File: config.mk
export PLATFORM = sky130hd
export DESIGN_NAME = ifu_fetch
export DESIGN_NICKNAME = d
export VERILOG_FILES = /design/src/rtl/ifu_fetch.sv
export SDC_FILE = /design/constraint.sdc
export NUM_CORES = 1
export LEC_CHECK = 0
export ABC_AREA = 1
export BUFFER_PORTS_ARGS = -buffer_cell sky130_fd_sc_hd__buf_4
export CORE_MARGIN = 1.5
export CORE_UTILIZATION = 40
export CTS_CLUSTER_SIZE = 10
export DETAILED_ROUTE_END_ITERATION = 8
export SYNTH_ARGS = -nofsm -noshare
export SYNTH_HDL_FRONTEND = slang
export SYNTH_SLANG_ARGS = --single-unit
File: constraint.sdc
create_clock -name clk -period 1.9 [get_ports clk]
set_clock_uncertainty 0.1 [all_clocks]
set_input_delay 0.19 -clock clk [delete_from_list [all_inputs] [get_ports clk]]
set_output_delay 0.19 -clock clk [all_outputs]
set_load 0.02 [all_outputs]
File: src/rtl/ifu_fetch.sv
// ifu_fetch: instruction fetch unit feeding decode.
//
// Owns the fetch PC and keeps at most one word read outstanding to
// instruction memory. The fetched word is held for decode, together with
// its PC, until decode consumes it. Execute can redirect the PC at any
// time, and any fetch already in flight is then squashed.
//
// Ports:
//   clk, rst                  clock (rising edge), async active-low reset
//   redirect_valid/_pc        PC change request from execute
//   mem_req_valid/_ready/_addr  read request channel (addr = pc register)
//   mem_rsp_valid/_data/_err    read response channel
//   out_valid/_ready          handshake to decode
//   out_inst/_pc/_fault       instruction, its PC, fault flag
//
// Optional: define IFU_PERF_CNT_EN to add three 64-bit performance counters
// (perf_fetch_cnt, perf_stall_cnt, perf_drop_cnt).
//
// state | meaning
// IDLE  | one cycle after reset release
// REQ   | driving a read request at pc
// WAIT  | one request outstanding, waiting for its response
// HOLD  | instruction (or fault) presented to decode

module ifu_fetch #(
  parameter logic [31:0] RESET_PC = 32'h8000_0000,
  parameter logic [31:0] NOP_INST = 32'h0000_0013
) (
  input  logic        clk,
  input  logic        rst,
  input  logic        redirect_valid,
  input  logic [31:0] redirect_pc,
  output logic        mem_req_valid,
  input  logic        mem_req_ready,
  output logic [31:0] mem_req_addr,
  input  logic        mem_rsp_valid,
  input  logic [31:0] mem_rsp_data,
  input  logic        mem_rsp_err,
  output logic        out_valid,
  input  logic        out_ready,
  output logic [31:0] out_inst,
  output logic [31:0] out_pc,
`ifdef IFU_PERF_CNT_EN
  output logic [63:0] perf_fetch_cnt,
  output logic [63:0] perf_stall_cnt,
  output logic [63:0] perf_drop_cnt,
`endif
  output logic        out_fault
);

  typedef enum logic [1:0] {S_IDLE, S_REQ, S_WAIT, S_HOLD} state_e;

  state_e      state_q, state_d;
  logic [31:0] pc_q, pc_d;
  logic [31:0] inst_q, inst_d;
  logic [31:0] opc_q, opc_d;
  logic        drop_q, drop_d;
  logic        valid_q, valid_d;
  logic        fault_q, fault_d;
  logic        go_fault;
  logic        rsp_discard;
  logic        hold_discard;
  logic        out_hs;

  always_comb begin
    state_d      = state_q;
    pc_d         = pc_q;
    inst_d       = inst_q;
    opc_d        = opc_q;
    drop_d       = drop_q;
    valid_d      = valid_q;
    fault_d      = fault_q;
    go_fault     = 1'b0;
    rsp_discard  = 1'b0;
    hold_discard = 1'b0;
    out_hs       = 1'b0;

    case (state_q)
      S_IDLE: begin
        state_d = S_REQ;
        if (redirect_valid) begin
          pc_d     = redirect_pc;
          go_fault = (redirect_pc[1:0] != 2'b00);
        end
      end
      S_REQ: begin
        if (redirect_valid) begin
          pc_d = redirect_pc;
          if (mem_req_ready) begin
            // The accepted request belongs to the old path; squash its response.
            drop_d  = 1'b1;
            state_d = S_WAIT;
          end else begin
            go_fault = (redirect_pc[1:0] != 2'b00);
          end
        end else if (mem_req_ready) begin
          state_d = S_WAIT;
        end
      end
      S_WAIT: begin
        if (mem_rsp_valid) begin
          if (drop_q || redirect_valid) begin
            rsp_discard = 1'b1;
            drop_d      = 1'b0;
            if (redirect_valid) pc_d = redirect_pc;
            state_d  = S_REQ;
            // A misaligned target deferred behind a squashed fetch faults here.
            go_fault = (pc_d[1:0] != 2'b00);
          end else begin
            inst_d  = mem_rsp_err ? NOP_INST : mem_rsp_data;
            opc_d   = pc_q;
            fault_d = mem_rsp_err;
            valid_d = 1'b1;
            state_d = S_HOLD;
          end
        end else if (redirect_valid) begin
          pc_d   = redirect_pc;
          drop_d = 1'b1;
        end
      end
      S_HOLD: begin
        if (redirect_valid) begin
          hold_discard = 1'b1;
          valid_d      = 1'b0;
          pc_d         = redirect_pc;
          state_d      = S_REQ;
          go_fault     = (redirect_pc[1:0] != 2'b00);
        end else if (out_ready) begin
          out_hs  = 1'b1;
          pc_d    = pc_q + 32'd4;
          valid_d = 1'b0;
          state_d = S_REQ;
        end
      end
      default: state_d = S_IDLE;
    endcase

    // Misaligned targets never reach memory; present a faulted NOP instead.
    if (go_fault) begin
      state_d = S_HOLD;
      valid_d = 1'b1;
      fault_d = 1'b1;
      inst_d  = NOP_INST;
      opc_d   = pc_d;
    end
  end

  always_ff @(posedge clk or negedge rst) begin
    if (!rst) begin
      state_q <= S_IDLE;
      pc_q    <= RESET_PC;
      inst_q  <= 32'd0;
      opc_q   <= 32'd0;
      drop_q  <= 1'b0;
      valid_q <= 1'b0;
      fault_q <= 1'b0;
    end else begin
      state_q <= state_d;
      pc_q    <= pc_d;
      inst_q  <= inst_d;
      opc_q   <= opc_d;
      drop_q  <= drop_d;
      valid_q <= valid_d;
      fault_q <= fault_d;
    end
  end

  assign mem_req_valid = (state_q == S_REQ);
  assign mem_req_addr  = pc_q;
  assign out_valid     = valid_q;
  assign out_inst      = inst_q;
  assign out_pc        = opc_q;
  assign out_fault     = fault_q;

`ifdef IFU_PERF_CNT_EN
  logic [63:0] fetch_cnt_q, stall_cnt_q, drop_cnt_q;

  always_ff @(posedge clk or negedge rst) begin
    if (!rst) begin
      fetch_cnt_q <= 64'd0;
      stall_cnt_q <= 64'd0;
      drop_cnt_q  <= 64'd0;
    end else begin
      if (out_hs) fetch_cnt_q <= fetch_cnt_q + 64'd1;
      if ((state_q == S_REQ) || (state_q == S_WAIT)) stall_cnt_q <= stall_cnt_q + 64'd1;
      if (rsp_discard || hold_discard) drop_cnt_q <= drop_cnt_q + 64'd1;
    end
  end

  assign perf_fetch_cnt = fetch_cnt_q;
  assign perf_stall_cnt = stall_cnt_q;
  assign perf_drop_cnt  = drop_cnt_q;
`else
  logic unused_perf;
  assign unused_perf = out_hs ^ rsp_discard ^ hold_discard;
`endif

endmodule

### Yosys cells after proc, flatten, opt, wreduce, memory -nomap -nowiden

Cells that the tools add are included.

* register bits: 101
* input port bits: 71
* word-level logic and storage cells: 81

* muxes and demuxes: 47
* reduce and logical (&&, ||, !) cells: 14
* add/sub/neg operators: 1
* equal/unequal tests: 12

Operator list (number)
* $mux 32: 17
* $pmux 32 s3: 1
* $add 32x3->32 const B: 1
* $mux 1: 19
* $mux 2: 6
* $ne 3x3->1 const B: 4
* $reduce_bool 2->1: 5
* $pmux 2 s4: 1
* $reduce_and 3->1: 2
* $reduce_and 5->1: 1
* $eq 2x2->1 const B: 2
* $ne 2x2->1 const B: 2
* $ne 4x4->1 const B: 1
* $pmux 1 s2: 2
* $reduce_and 4->1: 1
* $reduce_or 2->1: 2
* $ne 3x1->1 const B: 1
* $pmux 1 s3: 1
* $reduce_bool 3->1: 1
* $eq 2x1->1 const B: 1
* $logic_not 2->1: 1
* $ne 2x1->1 const B: 1
* $logic_or 1x1->1: 1

### Logic depth before layout (Yosys ltp)

Gate-level depths: netlist of the first run.

* depth after elaboration: 10
* mapped depth: 13

### Worst setup path before layout of the first run

Ideal clock, no wire load.

* path kind: reg2reg
* from: reg pc_q[2] (netlist: mem_req_addr[2])
* to: reg opc_q[24] (netlist: out_pc[24])
* clock period less this slack: 1801 ps
* setup slack: 99 ps
* buffers on the path: 0
* arrival time: 1588 ps
* stages on the path, launching flop included: 13
* library setup time: 113 ps
* cell sequence: dfrtp_1 > ha_1 > nand2_1 > nor2_4 > nand2_4 > nor2_4 > nand2_1 > nor2_1 > nand3_1 > nand3_1 > nand3_1 > nand2_1 > inv_1

* longest elaborated chain between the ends: 5

Ends and longest elaborated chain
* start: declaration: RTL line 54 `logic [31:0] pc_q, pc_d;`
* start signal: assignment: RTL line 159 `pc_q <= pc_d;`
* $add 32x3->32: RTL line 130 `pc_d = pc_q + 32'd4;`
* $mux 32: RTL line 128 `end else if (out_ready) begin`
* $mux 32: RTL line 122 `if (redirect_valid) begin`
* $pmux 32 s3: RTL line 78 `case (state_q)`
* $mux 32: RTL line 139 `if (go_fault) begin`
* end signal: assignment: RTL line 161 `opc_q <= opc_d;`
* end: declaration: RTL line 56 `logic [31:0] opc_q, opc_d;`

No other way between the ends.
A chain may end at the register's enable or synchronous reset.

### Worst setup path in the final report of the first run

Ends and elaborated chain as after synthesis.

==> run summary, run 1 <==
The number of distinct library cells after synthesis is 41. The worst hold path class is primary input to register. The largest buffer count on any clock path is 2. The share of layout cells above drive strength 1 came out at 0.3261. Data on the critical path is required at its endpoint by 2.06 ns. Timing would allow up to 0.5430 GHz. The analysis attributes to cell leakage a power of 4.199 nW.

The top-area cell type share of the netlist area came out at 0.4480. The register area share after synthesis is 0.4527. The net total in the final layout is 1037. The flip-flop and latch count after synthesis came out at 101. The source-to-sink clock delay at the later pin of the worst-skew pair is 0.36 ns. The number of detailed-routing iterations run before antenna repair is 5. The TritonCTS clock tree is done.

The largest driver fanout on the critical path came out at 4. The final cell count without fillers came out at 1142. The number of instances on the worst hold path is 3. Measured along the x axis, the die boundary spans 121.2 um. In the final timing run, aggregate negative setup slack is 0 ns. Once detail routing completed, the nets flagged for antenna violations numbered 0. The area of the die is 14680 um^2. The number of placed cells counting well taps is 1077. The clock sink total came out at 101. The maximum number of pins on one net before global-route repair came out at 42. The post-layout minimum cycle time came out at 1.841 ns. The cell chosen for the clock root is sky130_fd_sc_hd__clkbuf_16. The post-route DRC violation count came out at 0. The floorplan has 42 rows. The arrival time reported for the critical path endpoint came out at 2.00 ns. The global-route wire length before repair came out at 29140 um. The via count of the first global-routing pass came out at 5703.

The share of synthesized flip-flops with an asynchronous set or reset came out at 1.000. The leading register cell type out of synthesis is sky130_fd_sc_hd__dfrtp_1. By count the netlist is led by 165 x sky130_fd_sc_hd__nand2_1, 100 x sky130_fd_sc_hd__dfrtp_1, 92 x sky130_fd_sc_hd__nor2_1.

Setup repair after global routing could not meet its margin everywhere. The number of maximum-capacitance constraint violations is 0. The startpoint identified for the worst hold timing path is redirect_pc[23]. The number of hold-slack violations in the final timing report is 0. The detailed-route vias per instance is 5.141. The number of cells on the worst reg-to-reg path came out at 12. The flop-to-flop setup slack is 0.06 ns.

The total CTS buffers came out at 9. The die is 121.2 um tall. The kind of end point of the critical path is a register.

For this design the ratio of total power to cell area is 1406 nW/um^2. Of all cell types, the one taking the most synthesized area is sky130_fd_sc_hd__dfrtp_1. The total overflow reported by the global router is 0. Relative to the synthesized area, the layout overhead comes to 48.01%.

The fraction of the core area covered by cells at the end of the flow came out at 0.6145. At the pin with the least slew margin, the transition time is 0.5631 ns. Detailed placement ended at an HPWL of 13290 um. Setup violations remaining at the end of the flow were counted as 0. The global-route usage over all layers is 0.2566.

The number of nets in the synthesized netlist is 788. The relative slew slack came out at 0.6246. The H-tree generated during clock tree synthesis spans 3 levels. STA classifies the critical path startpoint as a register.

For hold timing, the worst endpoint is mem_req_addr[23]. The ratio of final minimum period to clock period came out at 0.9692. Buffers placed on the I/O ports in this run total 169. The endpoint identified for the worst register-to-register timing path is out_pc[24]. The final wirelength is 18890 um. The max-slew violation count is 0.

Synthesis produced a netlist whose cell count is 712. The top-level I/O count came out at 170. After synthesis, the cell types taking the most area are sky130_fd_sc_hd__dfrtp_1 45%, sky130_fd_sc_hd__nand2_1 11%, sky130_fd_sc_hd__nor2_1 6.2%. The detailed router placed 5871 vias in this run. After clock tree synthesis, the clock-pin slew on the worst setup and hold paths is 0.07 ns. The average wire per cell in the routed design is 16.54 um. The initial antenna violation count came out at 0.

By instance count, the leading cell after synthesis is sky130_fd_sc_hd__nand2_1. The floorplan core area came out at 13450 um^2. The count of warnings emitted by yosys came out at 0. The violation count after the first detailed-route iteration came out at 359. The repair_antennas step left the layout with diodes totalling 0. The run finished with clean final reports. The synthesized design contains 0 enable-type register cells. The largest voltage drop on the vdd net is 0.0008726 V. In this run the critical register-to-register path is launched from mem_req_addr[2]. In this run the mean area of a mapped cell was 7.845 um^2. The initial core utilization came out at 0.4152.

The post-synthesis instance area came out at 5585 um^2. The startpoint-to-endpoint class of the critical path is register to register. The global placement routability congestion is 0.9014.
## through the flow
step / instance area [um^2] / power (W) / setup WS (ns) / hold slack, ns
finish: 8267 / 0.01162 / 0.05854 / 0.02787
global route: 8267 / 0.01240 / -0.05448 / 0.03615
CTS: 8053 / 0.01136 / 0.009065 / 0.006250
detailed placement: 7289 / 0.009024 / -0.03961 / 0.1248
global placement: 7289 / 0.008943 / 0.01471 / 0.1180
floorplan: 5585 / 0.006615 / 0.09871 / -0.2056
## final cells by class
class                           instances  area (um^2)
Multi-Input combinational cell        496         2634
Tap cell                              176        220.2
Fill cell                            1164         5186
Inverter                               84        325.3
Clock inverter                          7        127.6
Clock buffer                            9        225.2
Sequential cell                       101         2539
Timing Repair Buffer                  269         2196
## critical path: stages (launching register included)
cell,delay [ns]
sky130_fd_sc_hd__dfrtp_1,0.39
sky130_fd_sc_hd__ha_2,0.20
sky130_fd_sc_hd__nand2_2,0.07
sky130_fd_sc_hd__nor2_4,0.15
sky130_fd_sc_hd__nand2_4,0.11
sky130_fd_sc_hd__nor2_4,0.16
sky130_fd_sc_hd__nand2_2,0.09
sky130_fd_sc_hd__nor2_2,0.10
sky130_fd_sc_hd__nand3_1,0.09
sky130_fd_sc_hd__nand3_2,0.09
sky130_fd_sc_hd__nand3_2,0.08
sky130_fd_sc_hd__nand2_2,0.08
sky130_fd_sc_hd__inv_2,0.03
## state kept, by name (all words and copies together), names as in the netlist
name	cells
state_q	2
out_fault	1
mem_req_addr	32
out_pc	32
drop_q	1
out_valid	1
out_inst	32
## power breakdown
group	total (W)	internal (W)	switching, W
sequential	0.00343	0.00284	0.000589
combinational	0.00599	0.00247	0.00352
clock	0.00220	0.00131	0.000892
total	0.0116	0.00662	0.00500
## layout by cell type (no fill, tap or decap), types with 4 or more instances in the layout
cell type,n
sky130_fd_sc_hd__buf_4,222
sky130_fd_sc_hd__nand2_1,160
sky130_fd_sc_hd__dfrtp_1,92
sky130_fd_sc_hd__nor2_1,84
sky130_fd_sc_hd__inv_1,77
sky130_fd_sc_hd__nand3_1,57
sky130_fd_sc_hd__dlygate4sd3_1,39
sky130_fd_sc_hd__a22o_1,30
sky130_fd_sc_hd__o21ai_0,27
sky130_fd_sc_hd__a21oi_1,26
sky130_fd_sc_hd__nand4_1,14
sky130_fd_sc_hd__nand2_2,12
sky130_fd_sc_hd__o211ai_1,10
sky130_fd_sc_hd__clkbuf_16,10
sky130_fd_sc_hd__nor2_2,9
sky130_fd_sc_hd__nor2_4,8
sky130_fd_sc_hd__dfrtp_2,8
sky130_fd_sc_hd__nand3_2,7
sky130_fd_sc_hd__o21ai_1,6
sky130_fd_sc_hd__o22ai_1,5
sky130_fd_sc_hd__inv_2,4
sky130_fd_sc_hd__a31oi_1,4
sky130_fd_sc_hd__buf_12,4
## how the worst max path moves through the flow
stage / startpoint / endpoint / cells after the start
final: mem_req_addr[2] / out_pc[24] / 12
after global routing: mem_req_addr[3] / out_pc[24] / 12
after CTS: mem_req_addr[7] / out_pc[29] / 11
after detailed placement: state_q[1] / out_inst[27] / 8
after global placement: state_q[0] / out_pc[5] / 9
after floorplan: mem_req_addr[2] / out_pc[24] / 12
## what timing repair did
item                       4_1_cts  5_1_grt
gates resized for setup          7       42
gates cloned                     0        1
setup endpoints to repair       33       61
hold buffers                    39        0
pin swaps                        1       14
setup buffers                    0        9
hold endpoints to repair        75        0
## metal layers
metal	global-route usage	vias up	routed length (um)
met1	0.3316	2749	8181
met2	0.4187	245	8927
met4	0.1029	0	416
li1	-	2842	-
met3	0.05639	35	1362
met5	0	-	0
## cell families after synthesis
family | share of synthesized area
AOI/OAI and AO/OA | 0.1512
and+or+nand+nor | 0.2890
buffers and inverters | 0.09588
DFF | 0.4527
adders and majority gates | 0.01120
Note: power is estimated with default switching activity, not from simulation.
==> inputs of run 2 (changes only) <==
--- a/config.mk
+++ b/config.mk
@@ -7,6 +7,7 @@
 export LEC_CHECK = 0
 export ABC_AREA = 1
 export BUFFER_PORTS_ARGS = -buffer_cell sky130_fd_sc_hd__buf_4
+export CORE_ASPECT_RATIO = 0.75
 export CORE_MARGIN = 1.5
 export CORE_UTILIZATION = 40
 export CTS_CLUSTER_SIZE = 10
==> run 2 against run 1 <==
- the flow now finishes with violations (DRC)
- first-iteration DRC count is 32% higher
- core utilization is 0.97 points lower
- sequential power hardly changed
- final cell count is 0.18% lower
- critical path depth stayed put
- non-clock buffer count is 1 lower
- design area hardly changed
- combinational power hardly changed
- critical endpoint unchanged
- highest routed layer unchanged
==> run summary, run 2 (synthesis gave the netlist of run 1 again) <==
The flow ran to the end, but the final reports show violations. The half-perimeter wire length of the detailed placement result is 13710 um (+3.2%). The critical path goes through ha_2 -> nand2_2 -> nor2_4 -> nand2_4 -> nor2_4 -> nand2_2 -> nor2_1 -> nand3_1 -> nand3_2 -> nand3_2 -> nand2_1 -> inv_1. STA classifies the critical path endpoint as a register. The post-layout minimum cycle time came out at 1.880 ns (+0.03895 ns).

The worst hold path class is primary input to register. The number of input and output port buffers inserted came out at 169 (unchanged). The top-level I/O count is 170 (unchanged). Leaving out fill and tap cells, the most frequent cells in the layout are 217 x sky130_fd_sc_hd__buf_4, 162 x sky130_fd_sc_hd__nand2_1, 98 x sky130_fd_sc_hd__dfrtp_1. The post-route DRC violation count was 11 (+11).

The floorplan core area is 13660 um^2 (+1.5%). The transition time at the pin with the least slew margin is 0.5703 ns (+0.007209 ns). The combined buffer and inverter count along the critical path is 1 (unchanged).

The maximum number of pins on one net before global-route repair came out at 42 (unchanged). The cell type of the slowest stage on the worst timing path is sky130_fd_sc_hd__dfrtp_1. The via count of the first global-routing pass came out at 5750 (+0.82%). The maximum operating frequency is 0.5318 GHz (-2.1%). The final number of setup-violating endpoints is 0 (unchanged). Setup repair after global routing could not meet its margin everywhere. The average wire per cell in the routed design came out at 16.75 um (+1.3%). The family with the most delay on the worst path is simple AND/OR/NAND/NOR gates. The hold path startpoint is redirect_pc[4]. The global placement routability congestion came out at 0.9255 (+2.7%). The flop-to-flop setup slack came out at 0.02 ns (-0.04 ns). TritonCTS built the clock tree.

The total power draw came out at 0.01126 W (-3.1%). The height of the die is 105.3 um (-13%). The clock sink total came to 101 (unchanged).

The critical path in this run is classified as register to register. The relative slew slack is 0.6198 (-0.004806). The root buffer cell chosen for the clock tree is sky130_fd_sc_hd__clkbuf_16. In this run the worst setup path begins at mem_req_addr[2]. The source-to-sink clock delay at the later pin of the worst-skew pair is 0.36 ns (about the same).

The number of H-tree levels is 3 (unchanged). For hold timing, the worst endpoint is mem_req_addr[4]. The largest driver fanout on the critical path is 4 (unchanged). The final cell count without fillers came out at 1140 (-0.18%). The total overflow reported by the global router was 0 (unchanged). The via total after detailed routing came out at 5991 (+2.0%). The clock transition at the register clock pins on the worst setup and hold paths after CTS came to 0.07 ns (about the same). Leaving out fill and tap cells, the most frequent cell in the layout is sky130_fd_sc_hd__buf_4. The net total in the final layout came to 1036 (-0.096%).

The hold slack is 0.01503 ns (-0.01283 ns). The number of placed cells counting well taps came to 1078 (+0.093%). The checks that failed: DRC.

The violation count after the first detailed-route iteration is 474 (+32%). The arrival time reported for the critical path endpoint came out at 2.03 ns (+0.03 ns). The critical path data required time came to 2.05 ns (about the same). The final wirelength came to 19090 um (+1.1%). The total CTS buffers came out at 9 (unchanged).

The number of cells on the worst reg-to-reg path came out at 12 (unchanged). The largest voltage drop on the vdd net came to 0.0006314 V (-28%). The largest buffer count on any clock path came out at 2 (unchanged).

The max-slew violation count is 0 (unchanged). The largest stage delay on the critical path is 0.41 ns (+0.02 ns). The number of maximum-capacitance constraint violations is 0 (unchanged). In this run the critical register-to-register path is launched from mem_req_addr[2]. The area of the die came to 14690 um^2 (about the same). The initial core utilization is 0.4090 (-0.006200). The row count came out at 37 (-12%). The antenna diode count was 0 (unchanged). The reported leakage power is 4.193 nW (-0.14%).

The detailed-route vias per instance came out at 5.255 (+2.2%). The initial antenna violation count came out at 0 (unchanged). The number of hold-slack violations in the final timing report was 0 (unchanged). The global-route wire length before repair came out at 29450 um (+1.1%). The ratio of final minimum period to clock period came out at 0.9897 (+0.02050). In this run the critical register-to-register path is captured at out_pc[24]. The width of the chip came to 139.4 um (+15%).

The number of instances on the worst hold path came out at 2 (-1). The final antenna-violating net count is 0 (unchanged). The area added between synthesis and finish is 47.87% (about the same). The power per standard cell area is 1364 nW/um^2 (-3.0%). The number of detailed-routing iterations run before antenna repair is 9 (+4). The worst setup path is launched from a register. The total negative slack is 0 ns (unchanged). The share of layout cells above drive strength 1 is 0.3181 (-0.007952). The global-route usage over all layers came out at 0.2526 (-0.004032).
==> run 2: layer usage <==
layer	vias up	share of wire	track usage
li1	2855	-	-
met1	2881	0.45	0.3455
met2	223	0.46	0.4058
met3	32	0.065	0.04680
met4	0	0.016	0.08207
met5	-	0	0
==> run 2: per-stage QoR <==
stage / area [um^2] / util / setup WS (ns)
2_1_floorplan: 5585 / - / 0.09871
3_3_place_gp: 7341 / 0.5375 / 0.01840
3_5_place_dp: 7341 / 0.5375 / -0.05181
4_1_cts: 8019 / 0.5872 / 0.003730
5_1_grt: 8259 / 0.6048 / -0.06484
6_report: 8259 / 0.6048 / 0.01958
==> run 2: timing repair <==
item / in CTS / in global routing
endpoints found under the setup margin: 36 / 74
buffers inserted: 0 / 7
cloned: 0 / 2
pin swaps: 0 / 12
gates resized for setup: 4 / 40
hold buffers: 37 / 0
endpoints found under the hold margin: 75 / 0
==> run 2: final cells by class <==
type / count / area [um^2]
clock buffers: 9 / 225.2
clock inverters: 7 / 67.56
fillers: 1213 / 5398
inverters: 84 / 317.8
multi-input cells: 496 / 2645
flip-flops and latches: 101 / 2531
well taps: 175 / 219.0
repair buffers: 268 / 2253
==> run 2: worst max path at each step <==
stage            endpoint  slack (ns)  cells past startpoint
3_3_place_gp   out_pc[28]        0.02                     12
3_5_place_dp   state_q[1]       -0.05                     12
2_1_floorplan  out_pc[24]         0.1                     12
6_report       out_pc[24]        0.02                     12
4_1_cts        out_pc[28]       0.004                     12
5_1_grt        out_pc[16]       -0.06                     11
==> run 2: power breakdown <==
group	internal, W	leakage, nW	switching [W]
registers	0.00284	1.22	0.000590
logic	0.00249	2.82	0.00351
clock network	0.000922	0.145	0.000916
